--- src/rtl/fifo_pkg.sv ---
// Shared definitions for the FIFO family: read-mode encodings and the
// parameter legality helpers used at elaboration time.
package fifo_pkg;

  localparam int FIFO_MODE_STD  = 0;
  localparam int FIFO_MODE_FWFT = 1;

  // True when value is a positive power of two.
  function automatic bit is_pow2(input int value);
    return (value > 0) && ((value & (value - 1)) == 0);
  endfunction

  // Thresholds must leave a gap: 0 <= ae < af < depth.
  function automatic bit thresholds_ok(input int depth, input int af, input int ae);
    return (af >= 1) && (af <= depth - 1) && (ae >= 0) && (ae <= af - 1);
  endfunction

endpackage : fifo_pkg

--- src/rtl/fifo_mem_dp.sv ---
// Simple dual-port storage: one write port, one read port. The read port is
// either combinational (ASYNC_RD=1, used for first-word-fall-through) or
// registered with a read enable (ASYNC_RD=0). No flow-control logic here.
module fifo_mem_dp #(
  parameter int WIDTH    = 8,
  parameter int DEPTH    = 16,
  parameter int ASYNC_RD = 0,
  parameter int ADDR_W   = $clog2(DEPTH)
) (
  input  logic              clock,
  input  logic              resetn,
  input  logic              wr_en,
  input  logic [ADDR_W-1:0] wr_addr,
  input  logic [WIDTH-1:0]  wr_data,
  input  logic              rd_en,
  input  logic [ADDR_W-1:0] rd_addr,
  output logic [WIDTH-1:0]  rd_data
);

  logic [WIDTH-1:0] mem [DEPTH];

  // Write port.
  // NOTE: the storage array is deliberately left without a reset so it maps
  // onto RAM; only control state and the output register are reset.
  always_ff @(posedge clock) begin
    if (wr_en) mem[wr_addr] <= wr_data;
  end

  if (ASYNC_RD != 0) begin : g_async_rd
    // Combinational read: the addressed word is visible in the same cycle.
    assign rd_data = mem[rd_addr];

    // Enable and reset only matter for the registered read port.
    logic unused_rd_ctrl;
    assign unused_rd_ctrl = ^{resetn, rd_en};
  end else begin : g_sync_rd
    // Registered read: capture the addressed word on rd_en, hold otherwise.
    // NOTE: sequential state uses non-blocking (<=) so every register samples
    // pre-edge values; a read and write to the same address at one edge
    // therefore returns the old word.
    always_ff @(posedge clock or negedge resetn) begin
      if (!resetn)    rd_data <= '0;
      else if (rd_en) rd_data <= mem[rd_addr];
    end
  end

endmodule : fifo_mem_dp

--- src/rtl/fifo_flex.sv ---
// Parametrised single-clock FIFO with occupancy count, programmable
// almost-full/almost-empty thresholds, sticky overflow/underflow flags,
// synchronous flush and an optional first-word-fall-through read mode.
module fifo_flex
  import fifo_pkg::*;
#(
  parameter int WIDTH     = 8,
  parameter int DEPTH     = 16,
  parameter int FWFT      = FIFO_MODE_STD,
  parameter int AF_THRESH = 12,
  parameter int AE_THRESH = 2,
  parameter int PT_WIDTH  = $clog2(DEPTH)
) (
  input  logic              clock,
  input  logic              resetn,
  input  logic              clear,
  input  logic              write_enb,
  input  logic [WIDTH-1:0]  data_in,
  input  logic              read_enb,
  output logic [WIDTH-1:0]  data_out,
  output logic              data_valid,
  output logic              full,
  output logic              empty,
  output logic              almost_full,
  output logic              almost_empty,
  output logic [PT_WIDTH:0] count,
  output logic              overflow,
  output logic              underflow
);

  localparam int CNT_W = PT_WIDTH + 1;
  localparam logic [CNT_W-1:0] FULL_CNT = CNT_W'(DEPTH);
  localparam logic [CNT_W-1:0] AF_CNT   = CNT_W'(AF_THRESH);
  localparam logic [CNT_W-1:0] AE_CNT   = CNT_W'(AE_THRESH);

  // Elaboration-time parameter checks.
  if (WIDTH < 1) begin : g_bad_width
    $error("fifo_flex: WIDTH must be >= 1 (got %0d)", WIDTH);
  end
  if (!is_pow2(DEPTH) || DEPTH < 4) begin : g_bad_depth
    $error("fifo_flex: DEPTH must be a power of two >= 4 (got %0d)", DEPTH);
  end
  if (PT_WIDTH != $clog2(DEPTH)) begin : g_bad_ptw
    $error("fifo_flex: PT_WIDTH is derived from DEPTH and must not be overridden");
  end
  if (!thresholds_ok(DEPTH, AF_THRESH, AE_THRESH)) begin : g_bad_thresh
    $error("fifo_flex: need 0 <= AE_THRESH < AF_THRESH < DEPTH (AF=%0d AE=%0d)",
           AF_THRESH, AE_THRESH);
  end
  if (FWFT != FIFO_MODE_STD && FWFT != FIFO_MODE_FWFT) begin : g_bad_mode
    $error("fifo_flex: FWFT must be 0 or 1 (got %0d)", FWFT);
  end

  logic [PT_WIDTH-1:0] wr_ptr, rd_ptr;
  logic [CNT_W-1:0]    count_q;
  logic                rd_acc, wr_acc;   // accepted requests, before flush
  logic                rd_do, wr_do;     // requests that actually change state
  logic [WIDTH-1:0]    mem_rd_data;

  // Status flags decoded from the registered occupancy.
  // NOTE: every output of this block is assigned on every path, so no latch
  // can be inferred.
  always_comb begin
    count        = count_q;
    full         = (count_q == FULL_CNT);
    empty        = (count_q == '0);
    almost_full  = (count_q >= AF_CNT);
    almost_empty = (count_q <= AE_CNT);
  end

  // Request acceptance: a read frees a slot for a same-cycle write when full;
  // a flush overrides both requests.
  always_comb begin
    rd_acc = read_enb & ~empty;
    wr_acc = write_enb & (~full | rd_acc);
    rd_do  = rd_acc & ~clear;
    wr_do  = wr_acc & ~clear;
  end

  // Pointer and occupancy registers.
  always_ff @(posedge clock or negedge resetn) begin
    if (!resetn) begin
      wr_ptr  <= '0;
      rd_ptr  <= '0;
      count_q <= '0;
    end else if (clear) begin
      wr_ptr  <= '0;
      rd_ptr  <= '0;
      count_q <= '0;
    end else begin
      if (wr_do) wr_ptr <= wr_ptr + PT_WIDTH'(1);
      if (rd_do) rd_ptr <= rd_ptr + PT_WIDTH'(1);
      case ({wr_do, rd_do})
        2'b10:   count_q <= count_q + CNT_W'(1);
        2'b01:   count_q <= count_q - CNT_W'(1);
        default: count_q <= count_q;
      endcase
    end
  end

  // Sticky error flags; a flush clears them and its own requests never set them.
  always_ff @(posedge clock or negedge resetn) begin
    if (!resetn) begin
      overflow  <= 1'b0;
      underflow <= 1'b0;
    end else if (clear) begin
      overflow  <= 1'b0;
      underflow <= 1'b0;
    end else begin
      if (write_enb & ~wr_acc) overflow  <= 1'b1;
      if (read_enb & empty)    underflow <= 1'b1;
    end
  end

  fifo_mem_dp #(
    .WIDTH    (WIDTH),
    .DEPTH    (DEPTH),
    .ASYNC_RD ((FWFT == FIFO_MODE_FWFT) ? 1 : 0),
    .ADDR_W   (PT_WIDTH)
  ) u_mem (
    .clock   (clock),
    .resetn  (resetn),
    .wr_en   (wr_do),
    .wr_addr (wr_ptr),
    .wr_data (data_in),
    .rd_en   (rd_do),
    .rd_addr (rd_ptr),
    .rd_data (mem_rd_data)
  );

  if (FWFT == FIFO_MODE_FWFT) begin : g_fwft
    // Head word is presented directly; zero while nothing is stored.
    always_comb begin
      data_out   = empty ? '0 : mem_rd_data;
      data_valid = ~empty;
    end
  end else begin : g_std
    logic dv_q;

    // One-cycle valid pulse following each accepted read.
    always_ff @(posedge clock or negedge resetn) begin
      if (!resetn) dv_q <= 1'b0;
      else         dv_q <= rd_do;
    end

    // Registered read data held by the memory read port.
    always_comb begin
      data_out   = mem_rd_data;
      data_valid = dv_q;
    end
  end

endmodule : fifo_flex

--- config.mk ---
export PLATFORM = sky130hd
export DESIGN_NAME = fifo_flex
export DESIGN_NICKNAME = d
export VERILOG_FILES = /design/src/rtl/fifo_pkg.sv /design/src/rtl/fifo_mem_dp.sv /design/src/rtl/fifo_flex.sv
export SDC_FILE = /design/constraint.sdc
export NUM_CORES = 1
export LEC_CHECK = 0
export ABC_AREA = 1
export CORE_MARGIN = 10
export CORE_UTILIZATION = 52
export CTS_CLUSTER_SIZE = 28
export DETAILED_ROUTE_END_ITERATION = 10
export DONT_BUFFER_PORTS = 1
export HOLD_SLACK_MARGIN = 0.12
export PLACE_DENSITY = 0.78
export SYNTH_ARGS = -nofsm -noshare
export SYNTH_HDL_FRONTEND = slang
export SYNTH_HIERARCHICAL = 1
export SYNTH_SLANG_ARGS = --single-unit
--- constraint.sdc ---
create_clock -name clock -period 2.3 [get_ports clock]
set_input_delay 0.575 -clock clock [delete_from_list [all_inputs] [get_ports clock]]
set_output_delay 0.575 -clock clock [all_outputs]
set_load 0.03 [all_outputs]
==> results by group <==
Worst hold path
  • Worst hold stages: 1
  • Worst hold path class: in -> reg
  • Hold EP: underflow
  • Hold path startpoint: clear

Routing
  • DRC violations left: 0
  • Total wire length after detailed routing: 15.0 mm
  • Avg WL per Cell: 18.5 um
  • First DRT Iteration DRCs: 533
  • DRT antenna net count: 0
  • Vias per std cell: 5.59
  • Drt pass-1 iters: 5
  • DR vias: 4526

Logic synthesis
  • Combinational family with the most area after synthesis: simple AND/OR/NAND/NOR gates
  • Simple-gate share of the synthesized area: 0.248
  • Arithmetic-cell share of the synthesized area counting full adders, half adders and majority gates: 0.00755
  • Cells after Synth: 604
  • Post-synthesis compound-gate area fraction: 0.0138
  • Synthesized area divided by synthesized cell count: 11.0 um^2
  • Share of the yosys chip area belonging to registers: 0.670
  • FF+latch count, synth: 152
  • Netlist Area Pre-Place: 6630 um^2
  • Count of distinct cell types in the synthesized netlist: 27
  • Share of the synthesized netlist area taken by xor and xnor gates: 0.00132
  • Share of cell area taken by muxes after synthesis: 0.00151
  • Number of nets produced by synthesis: 621
  • Synth warn: 6

Clock tree
  • Setup Fix Bufs, Post-CTS: 0
  • Cts bufs inserted: 17
  • H-tree levels: 4
  • Clock Sinks: 152
  • Buffer levels on the longest clock path: 2
  • Clk pin slew, worst setup/hold paths: 0.06 ns
  • Clock latency reported for the late side of the worst-skew pair: 0.42 ns
  • Clock tree from TritonCTS: yes
  • Clock tree root buffer cell: sky130_fd_sc_hd__clkbuf_16

Setup path
  • WP data arrival: 1.46 ns
  • Setup slack on the worst flop-to-flop path: 0.33 ns
  • Library cell contributing the largest single delay on the critical path: sky130_fd_sc_hd__dfrtp_1
  • Worst r2r path cells: 13
  • Crit Path Category: reg -> out
  • Reg-to-Reg Start: count[4]
  • Required time at the worst-slack endpoint: 1.73 ns
  • Largest stage delay on the critical path: 0.40 ns
  • Crit Reg-Reg Endpoint: count[4]
  • Worst-path cell chain: buf_4 > nand2_1 > and3_1
  • Biggest fanout along the worst timing path: 5
  • Type of destination of the critical path: primary output
  • Startpoint class of the critical path: flip-flop

Final layout
  • Diodes inserted: 0
  • Share of post-route cells with drive strength above 1: 0.113
  • Final nets: 641
  • P&R area growth vs syn: 11.2%

Placed design
  • Dpl hpwl: 9.52 mm
  • Gp weighted congestion: 0.947
  • I/O Buffers: 0

Die
  • Area of the core: 12600 um^2
  • Die Width: 133 um
  • Die span in y: 133 um
  • Die outline area: 17700 um^2
  • Initial Util: 0.527
  • Floorplan row count: 41
  • Number of I/O pins: 33

Run status
  • Result of the run: completed

Pwr
  • Cell leakage power: 2.95 nW
  • VDD IR max: 632 uV
  • Power density over the cells: 1130 nW/um^2
  • Total power draw: 8.34 mW

Global routing
  • Overflow left after global routing: 0
  • Number of antenna violations at the first check in global routing: 0
  • Wire length of the first global-routing pass: 23.6 mm
  • Vias in the first global route: 4339
  • Total global routing track utilization: 0.172
  • Maximum number of pins on one net before global-route repair: 49

STA
  • Number of endpoints with negative hold slack in the final report: 0
  • Total negative slack for setup checks: 0 ns
  • Post-route minimum period: 2.04 ns
  • Setup skew after layout: 0.00398 ns
  • Final period util: 0.886
  • Peak Freq: 491 MHz
  • Final max-slew violation count: 0
  • Setup repair after global routing missed its margin: false
  • Final setup violating endpoints: 0
  • Remaining max-slew budget at the tightest pin: 0.273
  • Slew at the pin closest to its max-slew limit: 1.09 ns

Job
  • Reported max-cap violation count: 0
-- worst max path at each step --
stage,cells after the start,start,to,slack [ns]
5_1_grt,14,count[4],count[4],0.17
6_report,3,count[0],almost_empty,0.26
3_3_place_gp,7,read_enb,u_mem/mem[15][3],0.36
2_1_floorplan,7,count[1],u_mem/mem[12][0],0.17
3_5_place_dp,7,read_enb,u_mem/mem[13][0],0.32
4_1_cts,3,count[0],almost_empty,0.27
-- synth_stat cells, drive strengths merged --
library cell,instances,share of area
a21oi,6,0.0045
a31oi,1,0.00094
and3,1,0.00094
buf,19,0.028
clkbuf,7,0.015
dfrtp,24,0.091
edfxtp,128,0.58
ha,4,0.0076
inv,27,0.015
mux2i,1,0.0015
nand2,229,0.14
nand3,112,0.086
nand4,1,0.0019
nor2,30,0.022
nor3,2,0.0015
o21ai,11,0.0083
xor2,1,0.0013
-- cells by family (layout without fill, tap and decap cells) --
kind of cell | count (synthesis) | count (layout)
flip-flops | 152 | 152
multiplexers | 1 | 1
AND/OR/NAND/NOR | 375 | 375
XOR/XNOR | 1 | 1
adder cells (fa/ha/maj) | 4 | 4
buffers and inverters | 53 | 86
AO/OA/AOI/OAI | 18 | 18
-- flip-flops by register name, summed over array words and instances (netlist names) --
signal / count
count: 5
data_valid: 1
overflow: 1
rd_ptr: 4
u_mem/mem: 128
u_mem/rd_data: 8
underflow: 1
wr_ptr: 4
-- layout make-up --
cell class                      count  area, um^2
Tap cell                          172         215
Timing Repair Buffer               27         218
Clock inverter                     13         153
Fill cell                         965        5200
Inverter                           27         101
Sequential cell                   152        4450
Multi-Input combinational cell    399        1800
Clock buffer                       19         433
-- what timing repair did --
item | CTS | global route
gates resized for setup | 0 | 0
hold endpoints to repair | 24 | 0
hold buffers | 1 | 0
-- stage by stage --
step | area, um^2 | utilization | setup WS [ns] | std cells | hold slack [ns]
2_1_floorplan | 6630 | - | 0.172 | 604 | 0.279
3_3_place_gp | 6770 | 0.539 | 0.357 | 776 | 0.280
3_5_place_dp | 6770 | 0.539 | 0.322 | 776 | 0.280
4_1_cts | 7370 | 0.586 | 0.267 | 809 | 0.209
5_1_grt | 7370 | 0.586 | 0.173 | 809 | 0.206
6_report | 7370 | 0.586 | 0.262 | 809 | 0.215
-- metal layers --
| metal | up-vias | global-route usage | wire length (um) |
|---|---|---|---|
| li1 | 2092 | - | - |
| met1 | 2166 | 0.218 | 6090 |
| met3 | 26 | 0.0401 | 1280 |
| met5 | - | 0 | 0 |
| met4 | 0 | 0.0770 | 332 |
| met2 | 242 | 0.275 | 7290 |
-- critical path, delay by kind of cell (launching register included) --
kind | cells | cell delay [ns]
buf+inv | 1 | 0.19
flops | 1 | 0.40
simple gates | 2 | 0.45
-- power by group --
part	total (mW)	internal [mW]	switching [mW]
Combinational	2.18	0.604	1.57
Sequential	3.42	3.14	0.279
Clock	2.74	1.69	1.05
Total	8.34	5.44	2.90
-- cell usage in the layout (no fill, tap or decap) --
| cell type | Yosys | routed |
|---|---|---|
| sky130_fd_sc_hd__clkbuf_1 | 0 | 2 |
| sky130_fd_sc_hd__clkinv_2 | 0 | 2 |
| sky130_fd_sc_hd__nand2_4 | 4 | 4 |
| sky130_fd_sc_hd__clkbuf_16 | 0 | 17 |
| sky130_fd_sc_hd__a31oi_1 | 1 | 1 |
| sky130_fd_sc_hd__dlygate4sd3_1 | 0 | 1 |
| sky130_fd_sc_hd__nand2_1 | 221 | 221 |
| sky130_fd_sc_hd__clkinv_4 | 0 | 2 |
| sky130_fd_sc_hd__and3_1 | 1 | 1 |
| sky130_fd_sc_hd__nand2_2 | 4 | 4 |
| sky130_fd_sc_hd__clkinvlp_4 | 0 | 2 |
| sky130_fd_sc_hd__nor3_1 | 2 | 2 |
| sky130_fd_sc_hd__a21oi_1 | 6 | 6 |
| sky130_fd_sc_hd__bufinv_16 | 0 | 3 |
| sky130_fd_sc_hd__nand3_2 | 2 | 2 |
| sky130_fd_sc_hd__o21ai_1 | 3 | 3 |
| sky130_fd_sc_hd__buf_12 | 1 | 1 |
| sky130_fd_sc_hd__ha_1 | 4 | 4 |
| sky130_fd_sc_hd__nor2_8 | 1 | 1 |
| sky130_fd_sc_hd__inv_6 | 0 | 1 |
| sky130_fd_sc_hd__clkinv_1 | 0 | 3 |
| sky130_fd_sc_hd__nand3_1 | 110 | 110 |
| sky130_fd_sc_hd__buf_4 | 7 | 25 |
| sky130_fd_sc_hd__nor2_4 | 2 | 2 |
| sky130_fd_sc_hd__mux2i_1 | 1 | 1 |
| sky130_fd_sc_hd__nor2_1 | 27 | 27 |
| sky130_fd_sc_hd__dfrtp_1 | 24 | 23 |
| sky130_fd_sc_hd__edfxtp_1 | 128 | 128 |
| sky130_fd_sc_hd__nand4_2 | 1 | 1 |
| sky130_fd_sc_hd__inv_2 | 4 | 4 |
| sky130_fd_sc_hd__inv_1 | 23 | 23 |
| sky130_fd_sc_hd__o21ai_0 | 8 | 8 |
| sky130_fd_sc_hd__dfrtp_2 | 0 | 1 |
| sky130_fd_sc_hd__xor2_1 | 1 | 1 |
(Power assumes the default switching activity.)
